--- src/rtl/wave_analyzer.sv ---
// wave_analyzer: measures level, high-run length and period of a two-level square wave
// Ports:
//   clk, rstn (sync, active-low)     clock and reset
//   sample_en                        accept wave on this edge; otherwise state holds
//   wave[WIDTH-1:0]                  sample stream (one level is the complement of the other)
//   volume/duty_cycle/period         last measurement, updated with meas_valid
//   meas_valid, err, timeout         single-cycle pulses; locked is a level
// Macro WAVE_ANALYZER_STABLE_EN: publish a measurement only when it repeats the previous candidate.
module wave_analyzer #(
  parameter int WIDTH = 16
) (
  input  logic             clk,
  input  logic             rstn,
  input  logic             sample_en,
  input  logic [WIDTH-1:0] wave,
  output logic [WIDTH-1:0] volume,
  output logic [WIDTH-1:0] duty_cycle,
  output logic [WIDTH-1:0] period,
  output logic             meas_valid,
  output logic             locked,
  output logic             err,
  output logic             timeout
);
  typedef enum logic [1:0] {SEEK, ACQ, LOCK} state_t;
  state_t state_q, state_d;
  logic [WIDTH-1:0] prev_q, cnt_q, cnt_d, cnt_inc, hi_q, hi_d, lo_q, lo_d;
  logic [WIDTH-1:0] vol_q, duty_q, per_q, per_sat;
  logic [WIDTH:0] sum;
  logic pv_q, nrun_q, nrun_d, mv_q, mv_d, err_q, err_d, to_q, to_d;
  logic trans, cmpl, cand, cand_ok;
  assign trans   = pv_q && (wave != prev_q);
  assign cmpl    = (wave == ~prev_q);
  assign cnt_inc = cnt_q + 1'b1;
  // a clean transition into the MSB-0 level closes a full high+low cycle
  assign cand    = (state_q == LOCK) && trans && cmpl && !wave[WIDTH-1];
  assign sum     = {1'b0, hi_q} + {1'b0, lo_d};
  assign per_sat = sum[WIDTH] ? '1 : sum[WIDTH-1:0];
`ifdef WAVE_ANALYZER_STABLE_EN
  logic [WIDTH-1:0] c_hi_q, c_lo_q, c_vol_q;
  logic cv_q;
  assign cand_ok = cand && cv_q && (c_hi_q == hi_q) && (c_lo_q == lo_d) && (c_vol_q == wave);
`else
  assign cand_ok = cand;
`endif
  assign mv_d = sample_en && cand_ok;
  always_comb begin
    state_d = state_q;
    cnt_d   = cnt_q;
    hi_d    = hi_q;
    lo_d    = lo_q;
    nrun_d  = nrun_q;
    err_d   = 1'b0;
    to_d    = 1'b0;
    if (sample_en) begin
      if (trans && !cmpl) begin
        err_d   = 1'b1;
        state_d = ACQ;
        cnt_d   = WIDTH'(1);
        hi_d    = '0;
        lo_d    = '0;
        nrun_d  = 1'b0;
      end else if (trans) begin
        cnt_d = WIDTH'(1);
        if (state_q == SEEK) state_d = ACQ;
        else begin
          if (prev_q[WIDTH-1]) lo_d = cnt_q;
          else hi_d = cnt_q;
          nrun_d = 1'b1;
          if (state_q == ACQ && nrun_q) state_d = LOCK;
        end
      end else if (state_q != SEEK) begin
        cnt_d = cnt_inc;
        if (&cnt_inc) begin
          to_d    = 1'b1;
          state_d = SEEK;
          cnt_d   = '0;
          nrun_d  = 1'b0;
        end
      end
    end
  end
  always_ff @(posedge clk) begin
    if (!rstn) begin
      state_q <= SEEK;
      prev_q  <= '0;
      pv_q    <= 1'b0;
      cnt_q   <= '0;
      hi_q    <= '0;
      lo_q    <= '0;
      nrun_q  <= 1'b0;
      vol_q   <= '0;
      duty_q  <= '0;
      per_q   <= '0;
      mv_q    <= 1'b0;
      err_q   <= 1'b0;
      to_q    <= 1'b0;
`ifdef WAVE_ANALYZER_STABLE_EN
      c_hi_q  <= '0;
      c_lo_q  <= '0;
      c_vol_q <= '0;
      cv_q    <= 1'b0;
`endif
    end else begin
      state_q <= state_d;
      cnt_q   <= cnt_d;
      hi_q    <= hi_d;
      lo_q    <= lo_d;
      nrun_q  <= nrun_d;
      mv_q    <= mv_d;
      err_q   <= err_d;
      to_q    <= to_d;
      if (sample_en) begin
        prev_q <= wave;
        pv_q   <= 1'b1;
      end
      if (mv_d) begin
        vol_q  <= wave;
        duty_q <= hi_q;
        per_q  <= per_sat;
      end
`ifdef WAVE_ANALYZER_STABLE_EN
      // candidate memory is forgotten whenever not locked, so the first one after LOCK is only stored
      if (sample_en && cand) begin
        c_hi_q  <= hi_q;
        c_lo_q  <= lo_d;
        c_vol_q <= wave;
        cv_q    <= 1'b1;
      end else if (state_q != LOCK) cv_q <= 1'b0;
`endif
    end
  end
  assign volume     = vol_q;
  assign duty_cycle = duty_q;
  assign period     = per_q;
  assign meas_valid = mv_q;
  assign locked     = (state_q == LOCK);
  assign err        = err_q;
  assign timeout    = to_q;
endmodule

--- config.mk ---
export PLATFORM = sky130hd
export DESIGN_NAME = wave_analyzer
export DESIGN_NICKNAME = d
export VERILOG_FILES = /design/src/rtl/wave_analyzer.sv
export SDC_FILE = /design/constraint.sdc
export NUM_CORES = 1
export LEC_CHECK = 0
export ABC_AREA = 1
export CORE_MARGIN = 5
export CORE_UTILIZATION = 61
export CTS_CLUSTER_DIAMETER = 200
export DETAILED_ROUTE_END_ITERATION = 8
export PLACE_DENSITY = 0.85
export RECOVER_POWER = 50
export SKIP_CTS_REPAIR_TIMING = 1
export SLEW_MARGIN = 20
export SYNTH_ARGS = -nofsm -noshare
export SYNTH_HDL_FRONTEND = slang
export SYNTH_SLANG_ARGS = --single-unit
--- constraint.sdc ---
create_clock -name clk -period 6.4 [get_ports clk]
set_input_delay 1.28 -clock clk [delete_from_list [all_inputs] [get_ports clk]]
set_output_delay 1.28 -clock clk [all_outputs]
set_load 0.01 [all_outputs]
==> results.cfg <==
[status]
status = complete, but fails checks
violations = capacitance limit, slew limit

[yosys]
synth_edf_count = 0
async_flop_share_pct = 0
synth_top_area_cell = dfxtp_1
syn_inst = 989
synth_mux_area_share_pct = 0
synth_cell_types = 38
synth_ff_type = dfxtp_1
synth.net_count = 1027
yosys_register_bits = 119
synth_most_common_cell = nand2_1
synth_xor_area_share_pct = 2.17
synth_commonest_cells = nand2_1 (263), nor2_1 (146), dfxtp_1 (119), o21ai_0 (101), a21oi_1 (86)
synth_fa_ha_area_share_pct = 3.79
yosys.area.top_type_share_pct = 36.8
synth_compound_area_share_pct = 17.9
synth_simple_gate_area_share_pct = 31.1
ys_seq_area_share_pct = 36.8
synth_area_mm2 = 0.00647
yosys_warnings = 0
syn_avg_cell_area_um2 = 6.54
synth_top_family_by_area = simple AND/OR/NAND/NOR gates
synthTopCellsByArea = dfxtp_1 (37%), nand2_1 (15%), nor2_1 (8.5%)

[routing]
wl_per_cell_um = 14.2
dr.pass1.iters = 6
wl_um = 16900
postRouteAntennaNets = 0
num_vias = 6517
drtIter0Drc = 603
vias_per_cell = 5.49
drc_errors = 0

[sta]
relSlewSlack_pct = -56.2
rsz0062_at_grt = false
fin_crit_sh_pct = 79.0
min_period_ns = 5.05
drv_slew = 61
setup_tns_ns = 0
fin_worst_skew_ns = 0.00818
worst_slew_pin_slew_ns = 2.34
setup_viol = 0
hold_violations = 0
clock.fmax_ghz = 0.198

[final_layout]
area_delta_synth_final_pct = 19.7
drive_above_1_share_pct = 7.33
final_nets = 1077
fin_util_pct = 75.0
stdcell_count = 1187
num_antenna_cells = 0
fin_area_mm2 = 0.00774
fill_cells = 803

[worst_setup_path]
arrival_ns = 5.52
reg2reg_depth = 24
cp-end-kind = flop
cp_max_fo = 60
critPathRequiredTime_ns = 6.87
startpoint_type = input port
path_class = in2reg

[place]
postPlaceCellArea_mm2 = 0.00717
io_buffers = 70
gp_congestion = 0.892
place.detailed.hpwl_um = 11500
dp_cells = 1156

[floorplanning]
die_x_um = 113
ios = 71
die_y_um = 113
core_area_mm2 = 0.0103
initial_core_util_pct = 62.6
die_area_mm2 = 0.0128
fp-row-count = 37

[clock_tree]
clk_latency_ns = 0.54
cts_max_path_buffers = 2
cts-buffers-inserted = 17
clkSinkCount = 119
cts_tree = yes
clk_transition_reported_paths_ns = 0.06
cts.root.buffer_cell = clkbuf_8
htree_levels = 4

[min_path]
worstHoldPathType = reg2reg
holdPathStages = 2

[global_routing]
gr-usage-met2_pct = 47.5
grtUsageTotal_pct = 27.5
grt_overflow_total = 0
grt_pass1_vias = 6224
antenna_found_initial = 0
grtUsageMet3_pct = 6.68
grt_max_degree = 69
grt_busiest_layer = met2
grt_pass1_wl_um = 28800
use_met1_pct = 33.0

[pwr]
ir_drop_mv = 0.239
power_density_mw_per_mm2 = 246
finalPower_mw = 1.91
leakagePower_nw = 3.49

[flow_run]
drv_cap = 1
sequential cells by signal, indices dropped and copies added, names as in the netlist:
register and cells:
state_q 2, lo_q 16, volume 16, prev_q 16
err 1, hi_q 16, duty_cycle 16, period 16
pv_q 1, cnt_q 16, meas_valid 1, nrun_q 1
timeout 1
critical path: stages:
cell and delay, ns:
clkbuf_1 1.63, inv_2 0.47, nand2_1 0.17, nand2_1 0.14, fa_1 0.45, o21ai_1 0.24, a21oi_1 0.16, o21bai_1 0.26
nand2_1 0.11, nor2_1 0.17, nor3_2 0.07, buf_4 0.22, a21oi_1 0.14
placed cells by master (no fill, tap or decap), types with 2 or more instances in the layout:
| master | Yosys | routed |
|---|---|---|
| a21o_1 | 2 | 2 |
| a21oi_1 | 86 | 86 |
| buf_4 | 3 | 5 |
| bufinv_16 | 0 | 3 |
| clkbuf_1 | 31 | 4 |
| clkbuf_16 | 0 | 16 |
| clkbuf_8 | 0 | 3 |
| clkdlybuf4s50_1 | 0 | 16 |
| clkinv_1 | 2 | 2 |
| clkinv_2 | 0 | 6 |
| dfxtp_1 | 119 | 119 |
| dlygate4sd3_1 | 0 | 52 |
| ha_1 | 18 | 18 |
| inv_1 | 73 | 73 |
| inv_2 | 11 | 11 |
| nand2_1 | 263 | 263 |
| nand2_2 | 5 | 5 |
| nand3_1 | 17 | 17 |
| nand3_2 | 2 | 2 |
| nand4_1 | 22 | 22 |
| nor2_1 | 146 | 145 |
| nor2_2 | 3 | 4 |
| nor2_4 | 2 | 2 |
| nor3_1 | 7 | 7 |
| o211ai_1 | 15 | 15 |
| o21ai_0 | 101 | 101 |
| o21ai_1 | 7 | 7 |
| o21bai_1 | 2 | 2 |
| or2_2 | 15 | 15 |
| xnor2_1 | 6 | 6 |
| xor2_1 | 10 | 10 |
worst paths after layout:
check | slack, ns | start | endpoint
worst max-delay path | 1.35 | sample_en | period[7]
worst min-delay path | 0.45 | volume[15] | volume[15]
worst max register to register | 1.67 | prev_q[15] | period[7]
worst min register to register | 0.45 | volume[15] | volume[15]
final cells by class:
cell class	instances	area, µm²	share of cell area [%]
inverter	86	323	4.17
sequential	119	2380	30.8
timing repair buffer	76	731	9.44
multi-input combinational	739	3560	46.0
clock buffer	21	449	5.80
clock inverter	10	128	1.65
tap	136	170	2.20
per-layer routing:
metal	routed length, µm	share of wire, %
met4	470	2.8
met3	934	5.5
met1	7070	42
met5	0	0
met2	8390	50
through the flow:
| step | setup slack, ns | hold slack, ns |
|---|---|---|
| floorplan | 2.13 | 0.443 |
| global placement | 1.15 | 0.421 |
| detailed placement | 1.06 | 0.424 |
| CTS | 1.54 | 0.454 |
| global route | 0.873 | 0.487 |
| finish | 1.35 | 0.448 |
power breakdown:
part	leakage, nW	total (mW)	internal, mW	switching, mW
clock	0.287	0.936	0.606	0.330
combinational	2.24	0.195	0.0698	0.126
sequential	0.967	0.774	0.758	0.0165
total	3.49	1.91	1.43	0.472
logic make-up (layout without fill, tap and decap cells):
kind of cell             after synthesis  count (layout)
buffers and inverters                131             193
adder cells (fa/ha/maj)               19              19
flip-flops                           119             119
AND/OR/NAND/NOR                      486             486
XOR/XNOR                              16              16
AO/OA/AOI/OAI                        218             218
No activity file was read; power rests on OpenSTA's default activity.
